--- src/rtl/mops_sdo_pkg.sv ---
// Shared types, constants and frame builder for the MOPS SDO expedited-upload responder.
// Frame layout: [75] RTR, [74:64] COB-ID, [63:0] payload with byte0 at [63:56].
package mops_sdo_pkg;

  typedef enum logic [1:0] {
    ST_IDLE,
    ST_CHECK,
    ST_FETCH,
    ST_SEND
  } sdo_state_e;

  localparam logic [10:0] COB_RSDO_BASE = 11'h600;
  localparam logic [10:0] COB_TSDO_BASE = 11'h580;

  localparam logic [7:0] SDO_CMD_UPLOAD_REQ  = 8'h40;
  localparam logic [7:0] SDO_CMD_UPLOAD_EXP2 = 8'h4B;
  localparam logic [7:0] SDO_CMD_ABORT       = 8'h80;

  localparam logic [31:0] ABORT_BAD_CMD = 32'h0504_0001;
  localparam logic [31:0] ABORT_NO_OBJ  = 32'h0602_0000;
  localparam logic [31:0] ABORT_BAD_SUB = 32'h0609_0011;
  localparam logic [31:0] ABORT_HW_ERR  = 32'h0800_0000;

  localparam int FRM_W     = 76;
  localparam int RTR_BIT   = 75;
  localparam int COB_LSB   = 64;
  localparam int CMD_LSB   = 56;
  localparam int IDX_L_LSB = 48;
  localparam int IDX_H_LSB = 40;
  localparam int SUB_LSB   = 32;

  // Index goes out low byte first and data32 little-endian, as CANopen puts them on the wire.
  function automatic logic [FRM_W-1:0] build_sdo_frame(
    input logic [10:0] cob,
    input logic [7:0]  cmd,
    input logic [15:0] idx,
    input logic [7:0]  sub,
    input logic [31:0] data32
  );
    return {1'b0, cob, cmd, idx[7:0], idx[15:8], sub,
            data32[7:0], data32[15:8], data32[23:16], data32[31:24]};
  endfunction

endpackage

--- src/rtl/sdo_frame_check.sv ---
// Combinational classifier for a latched SDO request: address match, then command/index/subindex
// validation in abort-priority order.
module sdo_frame_check
  import mops_sdo_pkg::*;
#(
  parameter logic [6:0]  NODE_ID    = 7'h00,
  parameter logic [15:0] ADC_INDEX  = 16'h2400,
  parameter logic [5:0]  ADC_CH_MAX = 6'd35
) (
  input  logic [FRM_W-1:0] frame,
  output logic             match,
  output logic             ok,
  output logic [31:0]      abort_code
);

  logic [7:0]  cmd;
  logic [15:0] idx;
  logic [7:0]  sub;
  logic        unused_tail;

  assign cmd = frame[CMD_LSB +: 8];
  assign idx = {frame[IDX_H_LSB +: 8], frame[IDX_L_LSB +: 8]};
  assign sub = frame[SUB_LSB +: 8];
  // Bytes 4-7 of an upload request carry nothing we act on.
  assign unused_tail = ^frame[SUB_LSB-1:0];

  assign match = !frame[RTR_BIT] &&
                 (frame[COB_LSB +: 11] == (COB_RSDO_BASE + {4'h0, NODE_ID}));

  always_comb begin
    ok         = 1'b0;
    abort_code = 32'h0;
    if (cmd[7:5] != SDO_CMD_UPLOAD_REQ[7:5]) begin
      abort_code = ABORT_BAD_CMD;
    end else if (idx != ADC_INDEX) begin
      abort_code = ABORT_NO_OBJ;
    end else if (sub == 8'h00 || sub > {2'b00, ADC_CH_MAX}) begin
      abort_code = ABORT_BAD_SUB;
    end else begin
      ok = 1'b1;
    end
  end

endmodule

--- src/rtl/mops_sdo_responder.sv ---
// SDO expedited-upload server: validates a request, fetches one ADC channel over req/ack and
// returns a 0x4B response or an abort frame; holds tx_frame until tx_ready, drops frames while busy.
module mops_sdo_responder
  import mops_sdo_pkg::*;
#(
  parameter logic [6:0]  NODE_ID     = 7'h00,
  parameter logic [15:0] ADC_INDEX   = 16'h2400,
  parameter logic [5:0]  ADC_CH_MAX  = 6'd35,
  parameter int          ADC_TIMEOUT = 1024
) (
  input  logic             clk,
  input  logic             rst,
  input  logic             rx_valid,
  input  logic [FRM_W-1:0] rx_frame,
  output logic             adc_req,
  output logic [5:0]       adc_ch,
  input  logic             adc_ack,
  input  logic [11:0]      adc_data,
  output logic             tx_valid,
  output logic [FRM_W-1:0] tx_frame,
  input  logic             tx_ready,
  output logic             busy,
  output logic [7:0]       drop_cnt
);

  localparam int               TMO_W    = (ADC_TIMEOUT > 1) ? $clog2(ADC_TIMEOUT) : 1;
  localparam logic [TMO_W-1:0] TMO_LAST = TMO_W'(ADC_TIMEOUT - 1);
  localparam logic [10:0]      TX_COB   = COB_TSDO_BASE + {4'h0, NODE_ID};

  sdo_state_e       state;
  logic [FRM_W-1:0] req_q;
  logic [TMO_W-1:0] tmo_cnt;
  logic             chk_match;
  logic             chk_ok;
  logic [31:0]      chk_abort;
  logic [15:0]      req_idx;
  logic [7:0]       req_sub;

  assign req_idx = {req_q[IDX_H_LSB +: 8], req_q[IDX_L_LSB +: 8]};
  assign req_sub = req_q[SUB_LSB +: 8];
  assign busy    = (state != ST_IDLE);

  sdo_frame_check #(
    .NODE_ID    (NODE_ID),
    .ADC_INDEX  (ADC_INDEX),
    .ADC_CH_MAX (ADC_CH_MAX)
  ) u_check (
    .frame      (req_q),
    .match      (chk_match),
    .ok         (chk_ok),
    .abort_code (chk_abort)
  );

  always_ff @(posedge clk or negedge rst) begin
    if (!rst) begin
      state    <= ST_IDLE;
      req_q    <= '0;
      tmo_cnt  <= '0;
      adc_req  <= 1'b0;
      adc_ch   <= 6'd0;
      tx_valid <= 1'b0;
      tx_frame <= '0;
      drop_cnt <= 8'd0;
    end else begin
      if (rx_valid && state != ST_IDLE && drop_cnt != 8'hFF) begin
        drop_cnt <= drop_cnt + 8'd1;
      end
      case (state)
        ST_IDLE: begin
          if (rx_valid) begin
            req_q <= rx_frame;
            state <= ST_CHECK;
          end
        end
        ST_CHECK: begin
          if (!chk_match) begin
            state <= ST_IDLE;
          end else if (chk_ok) begin
            adc_ch  <= req_sub[5:0];
            adc_req <= 1'b1;
            tmo_cnt <= '0;
            state   <= ST_FETCH;
          end else begin
            tx_frame <= build_sdo_frame(TX_COB, SDO_CMD_ABORT, req_idx, req_sub, chk_abort);
            tx_valid <= 1'b1;
            state    <= ST_SEND;
          end
        end
        ST_FETCH: begin
          // A late ack landing on the final timeout cycle still produces data, not an abort.
          if (adc_ack) begin
            adc_req  <= 1'b0;
            tx_frame <= build_sdo_frame(TX_COB, SDO_CMD_UPLOAD_EXP2, req_idx, req_sub,
                                        {20'h0, adc_data});
            tx_valid <= 1'b1;
            state    <= ST_SEND;
          end else if (tmo_cnt == TMO_LAST) begin
            adc_req  <= 1'b0;
            tx_frame <= build_sdo_frame(TX_COB, SDO_CMD_ABORT, req_idx, req_sub, ABORT_HW_ERR);
            tx_valid <= 1'b1;
            state    <= ST_SEND;
          end else begin
            tmo_cnt <= tmo_cnt + 1'b1;
          end
        end
        ST_SEND: begin
          if (tx_ready) begin
            tx_valid <= 1'b0;
            state    <= ST_IDLE;
          end
        end
        default: state <= ST_IDLE;
      endcase
    end
  end

endmodule
--- config.mk ---
export PLATFORM = sky130hd
export DESIGN_NAME = mops_sdo_responder
export DESIGN_NICKNAME = d
export VERILOG_FILES = /design/src/rtl/mops_sdo_pkg.sv /design/src/rtl/sdo_frame_check.sv /design/src/rtl/mops_sdo_responder.sv
export SDC_FILE = /design/constraint.sdc
export NUM_CORES = 1
export LEC_CHECK = 0
export ABC_AREA = 1
export BUFFER_PORTS_ARGS = -buffer_cell sky130_fd_sc_hd__clkbuf_2
export CELL_PAD_IN_SITES_DETAIL_PLACEMENT = 0
export CELL_PAD_IN_SITES_GLOBAL_PLACEMENT = 1
export CORE_MARGIN = 1.5
export CORE_UTILIZATION = 33
export DETAILED_ROUTE_END_ITERATION = 10
export PLACE_DENSITY_LB_ADDON = 0.1
export SYNTH_ARGS = -nofsm -noshare
export SYNTH_HDL_FRONTEND = slang
export SYNTH_SLANG_ARGS = --single-unit
--- constraint.sdc ---
create_clock -name clk -period 1.5 [get_ports clk]
set_input_delay 0.15 -clock clk [delete_from_list [all_inputs] [get_ports clk]]
set_output_delay 0.15 -clock clk [all_outputs]
set_load 0.005 [all_outputs]
Yosys cells after proc, flatten, opt, wreduce, memory -nomap -nowiden
Index checks and enable logic that the tools add are counted.
- flip-flop bits (word level): 180
- output and inout port bits: 93
- word-level logic and storage cells: 78
- input port bits: 93
- magnitude comparators: 1
- reductions and logical operators: 17
- equal/unequal tests: 16
- mux-type cells: 34
- add/subtract/negate cells: 2
- operators by type and width (operator ; count):
    $mux 76 ; 4
    $pmux 76 s2 ; 1
    $mux 32 ; 2
    $mux 10 ; 4
    $mux 27 ; 1
    $pmux 10 s2 ; 1
    $ne 16x14->1 const B ; 1
    $ne 2x2->1 const B ; 7
    $mux 1 ; 13
    $eq 11x11->1 const B ; 1
    $add 10x1->10 const B ; 1
    $eq 10x10->1 const B ; 1
    $mux 2 ; 5
    $reduce_and 5->1 ; 2
    $add 8x1->8 const B ; 1
    $gt 8x6->1 const B ; 1
    $logic_not 8->1 ; 1
    $ne 8x8->1 const B ; 1
    $pmux 2 s4 ; 1
    $reduce_and 4->1 ; 2
    $reduce_and 3->1 ; 2
    $eq 2x2->1 const B ; 2
    $reduce_bool 2->1 ; 2
    $logic_and 1x1->1 ; 3
    other kinds (10) ; 10

Depth between registers and ports, before layout
- word-level depth: 8
- depth in mapped cells: 12

By module
Synthesis repeated with hierarchy kept, for this count alone.
- cell total of the unflattened synthesis: 765
- area total of the unflattened synthesis: 7408.4 um^2
- modules (own cells, without submodules) (module ; sequential area each (um^2) ; cells each ; instances ; area each (um^2)):
    mops_sdo_responder ; 4078.9 ; 662 ; 1 ; 6899.1
    sdo_frame_check ; 0.0 ; 103 ; 1 ; 509.2

Worst setup path after synthesis
OpenSTA, ideal clock, no wires.
- path kind: register to register
- start: register tmo_cnt[0]
- end: register tx_frame[36]
- stages on the path, launching flop included: 12
- data arrival time: 1.563 ns
- library setup time: 0.065 ns
- clock period less this slack: 1.628 ns
- required time: 1.435 ns
- setup slack: -0.128 ns
- cells stage by stage: dfrtp_1 -> ha_1 -> nand2_1 -> nor2_1 -> nand4_1 -> nand2_1 -> nand2_1 -> inv_1 -> a21oi_4 -> buf_6 -> nand2_1 -> nand2_1
- longest elaborated chain between the ends: 3
- RTL lines (item ; line ; source):
    start, declared ; mops_sdo_responder.sv:32 ; logic [TMO_W-1:0] tmo_cnt;
    start signal, assigned ; mops_sdo_responder.sv:103 ; tmo_cnt <= tmo_cnt + 1'b1;
    $eq 10x10->1 ; mops_sdo_responder.sv:97 ; end else if (tmo_cnt == TMO_LAST) begin
    $ne 3x3->1 (no line) ; -- ;
    $reduce_and 4->1 (no line) ; -- ;
    end signal, assigned ; mops_sdo_responder.sv:84 ; tx_frame <= build_sdo_frame(TX_COB, SDO_CMD_ABORT, req_idx, req_sub, chk_abort);
    end signal, assigned ; mops_sdo_responder.sv:93 ; tx_frame <= build_sdo_frame(TX_COB, SDO_CMD_UPLOAD_EXP2, req_idx, req_sub,
    end signal, assigned ; mops_sdo_responder.sv:99 ; tx_frame <= build_sdo_frame(TX_COB, SDO_CMD_ABORT, req_idx, req_sub, ABORT_HW_ERR);
    end, declared ; mops_sdo_responder.sv:20 ; output logic [FRM_W-1:0] tx_frame,
Every way passes these cells.
A chain may end at the register's enable or synchronous reset.

Final worst setup path
- start: register req_q[40]
- end: register tx_frame[33]
- longest elaborated chain between the ends: 5
- RTL lines (item ; line ; source):
    start, declared ; mops_sdo_responder.sv:31 ; logic [FRM_W-1:0] req_q;
    start signal, assigned ; mops_sdo_responder.sv:71 ; req_q <= rx_frame;
    $ne 16x14->1 ; sdo_frame_check.sv:35 ; end else if (idx != ADC_INDEX) begin
    $mux 1 ; sdo_frame_check.sv:35 ;
    $mux 1 ; sdo_frame_check.sv:33 ; if (cmd[7:5] != SDO_CMD_UPLOAD_REQ[7:5]) begin
    $ne 2x2->1 (no line) ; -- ;
    $reduce_and 4->1 (no line) ; -- ;
Every way passes these cells.

==> run_results.csv <==
group,metric,value,unit
worst_setup_path,cp.arrival,2.00,ns
sta,setup-tns-final,-9.455,ns
synthesis,yosys.cell_types.count,33,
grt,grt_pass1_wl,20.88,mm
synthesis,netlist_area,5141,sq um
grt,antenna_found_initial,0,
finish,area_growth,39.38,%
synthesis,yosysSeqAreaShare,54.51,%
job,maxCapViolCount,0,
placement,portBuffers,124,
synthesis,yosysTopAreaCell,"dfrtp_1",
routing,drt-total-wl,12.92,mm
floorplanning,io_pins,186,
worst_setup_path,end_kind,"register",
pwr,switching_share,30.85,%
pwr,p_int,6757,uW
sta,fin_crit_sh,113.9,%
routing,drt_pass1_iterations,4,
placement,placed_cells,934,
synthesis,synth_edf_count,0,
routing,drt_iter0_drc,185,
routing,num_vias,4251,
clock_network,h-tree-depth,3,
sta,period_needed,1.709,ns
outcome,status,"finished, violations left",
grt,grt_pass1_vias,4174,
synthesis,synth.area.top_cells,"dfrtp_1 55%, nand2_1 14%, mux2_2 5.5%, buf_4 4.5%, nor2_1 3.8%",
clock_network,cts.sinks,112,
worst_setup_path,crit_fanout,5,
clock_network,clk_path_buf_depth,2,
sta,final_max_slew_viol_count,0,
pwr,worst_ir_drop_vdd,657.6,uV
finish,multi_input_area,2105,sq um
routing,ant_nets,0,
floorplanning,core,15200,sq um
grt,grt_overflow,0,
finish,utilization,47.14,%
grt,grtUsageTotal,16.36,%
pwr,seq_power_share,43.2,%
finish,ff_latch_area,2803,sq um
clock_network,cts_tree,"yes",
finish,final-instance-count-excl-fill,971,
synthesis,async_flop_share,100.0,%
routing,drc,0,
finish,drive_above_1_share,40.23,%
pwr,power_density,1363,nW/um^2
sta,hold_viol_final,0,
floorplanning,start_util,33.82,%
floorplanning,fp-row-count,45,
synthesis,ys_warn_count,0,
pwr,p_comb_share,31.4,%
outcome,violations,"setup timing",
clock_network,cts_root_buf,"clkbuf_16",
hold_path,min_path_type,"in2reg",
synthesis,synth_ff_type,"dfrtp_1",
clock_network,numCtsBuffers,9,
pwr,p_leak,0.003852,uW
floorplanning,die_h,127.8,microns
routing,vias_per_cell,4.378,
grt,grt_max_degree,39,
placement,gp_congestion,0.7544,
pwr,power.switching,3014,uW
synthesis,avgSynthCellArea,9.083,sq um
synthesis,ys_top_cells_by_count,"185 x nand2_1, 112 x dfrtp_1, 52 x nor2_1, 36 x inv_1, 31 x buf_4",
finish,finalNetCount,873,
synthesis,ys_ff_latch,112,
floorplanning,die_w,127.8,microns
clock_network,cts.clk_slew.worst_paths,0.07,ns
sta,max_freq,585.2,MHz
placement,placed_cell_area,6476,sq um
sta,clock_skew,0.01048,ns
synthesis,synth.most_common_cell,"nand2_1",
finish,antenna_cells,0,
finish,fin_area,7166,sq um
sta,setup_viol,63,
synthesis,synth_top_cell_area_share,54.51,%
finish,num-fill-cells,1498,
sta,setup_slack,-0.2089,ns
placement,dp_hpwl,9.332,mm
worst_setup_path,cp-start-kind,"register",
worst_setup_path,worstPathRequired,1.79,ns
pwr,clock_power_share,25.4,%
routing,routedWlPerCell,13.31,microns
worst_setup_path,critPathKind,"reg2reg",
floorplanning,dieArea,16340,sq um
synthesis,netlist_instances,566,
clock_network,clock_latency,0.36,ns
sta,rsz0062_at_grt,"true",
-- cell usage in the layout (no fill, tap or decap), types with 10 or more instances in the layout --
cell | netlist | routed
buf_4 | 31 | 80
dfrtp_1 | 112 | 112
a21oi_1 | 18 | 17
nand2_1 | 185 | 165
mux2_2 | 25 | 25
buf_12 | 0 | 10
nand3_1 | 28 | 23
conb_1 | 1 | 24
clkbuf_16 | 0 | 10
inv_1 | 36 | 32
clkbuf_2 | 0 | 123
nand2_2 | 7 | 24
nor2_1 | 52 | 47
-- worst paths after layout --
check	start	to	slack, ns	depth (start not counted)
min	adc_data[2]	tx_frame[26]	0.01	3
max reg2reg	req_q[40]	tx_frame[33]	-0.21	11
max in group asynchronous	rst	tx_frame[37]	0.60	3
max	req_q[40]	tx_frame[33]	-0.21	11
min in group asynchronous	rst	tmo_cnt[4]	0.27	2
min reg2reg	tx_frame[54]	tx_frame[54]	0.47	2
-- state kept, by name, summed over array words and instances, names as in the netlist, named ones only --
register,flops
tx_frame,45
req_q,39
tmo_cnt,10
drop_cnt,8
adc_ch,6
adc_req,1
state,1
tx_valid,1
-- critical path, stage by stage, from the launching register on --
cell and delay (ns):
dfrtp_1 0.37, nor2_1 0.13, nand3_2 0.12, nor2_4 0.18, nand2_4 0.09, nor2_8 0.11, nand2_4 0.08, a21oi_4 0.15
buf_12 0.16, clkbuf_16 0.15, nand2_1 0.04, nand2_1 0.06
-- power by group through the flow --
stage,clock [uW],combinational [uW],sequential (uW)
after floorplan,0,1420,4250
after global placement,0,2930,4230
after detailed placement,0,2990,4250
after CTS,2560,3040,4200
after global routing,2660,3450,4330
final,2480,3070,4220
-- logic make-up (layout without fill, tap and decap cells) --
family,Yosys count,after routing,synth area share [%]
other,1,24,0.07294
and+or+nand+nor,300,300,24.99
muxes,25,25,5.476
AOI/OAI and AO/OA,33,33,3.553
buffers and inverters,83,277,9.199
adders and majority gates,2,2,0.4867
xor gates and xnor gates,10,10,1.703
DFF,112,112,54.51
-- metal layers --
layer / vias up / GRT usage [%] / share of wire (%)
li1: 2152 / - / -
met1: 1973 / 21.83 / 46
met2: 113 / 26.76 / 48
met3: 13 / 2.755 / 4.6
met4: 0 / 6.147 / 1.6
met5: - / 0 / 0
-- final cells by class --
| class | instances | share of cell area (%) |
|---|---|---|
| flip-flops and latches | 112 | 39.11 |
| multi-input cells | 394 | 29.37 |
| repair buffers | 225 | 22.18 |
| clock buffers | 12 | 3.440 |
| well taps | 188 | 3.283 |
| inverters | 36 | 1.886 |
| clock inverters | 4 | 0.7334 |
-- what timing repair did --
| item | in CTS | in global routing |
|---|---|---|
| hold buffers | 7 | 0 |
| setup buffers | 7 | 5 |
| endpoints found under the setup margin | 72 | 71 |
| endpoints found under the hold margin | 28 | 0 |
| gates cloned | 2 | 1 |
| resized for setup | 12 | 36 |
| pin swaps | 4 | 9 |
-- metrics by stage --
stage | power, uW | hold WS, ns | setup WS (ns)
2_1_floorplan | 5669 | -0.1456 | -0.05210
3_3_place_gp | 7164 | 0.1060 | -0.2333
3_5_place_dp | 7243 | 0.1088 | -0.2729
4_1_cts | 9796 | 0.001905 | -0.1939
5_1_grt | 10430 | 0.008909 | -0.3021
6_report | 9770 | 0.01110 | -0.2089
Power figures use the tool's default switching activity.
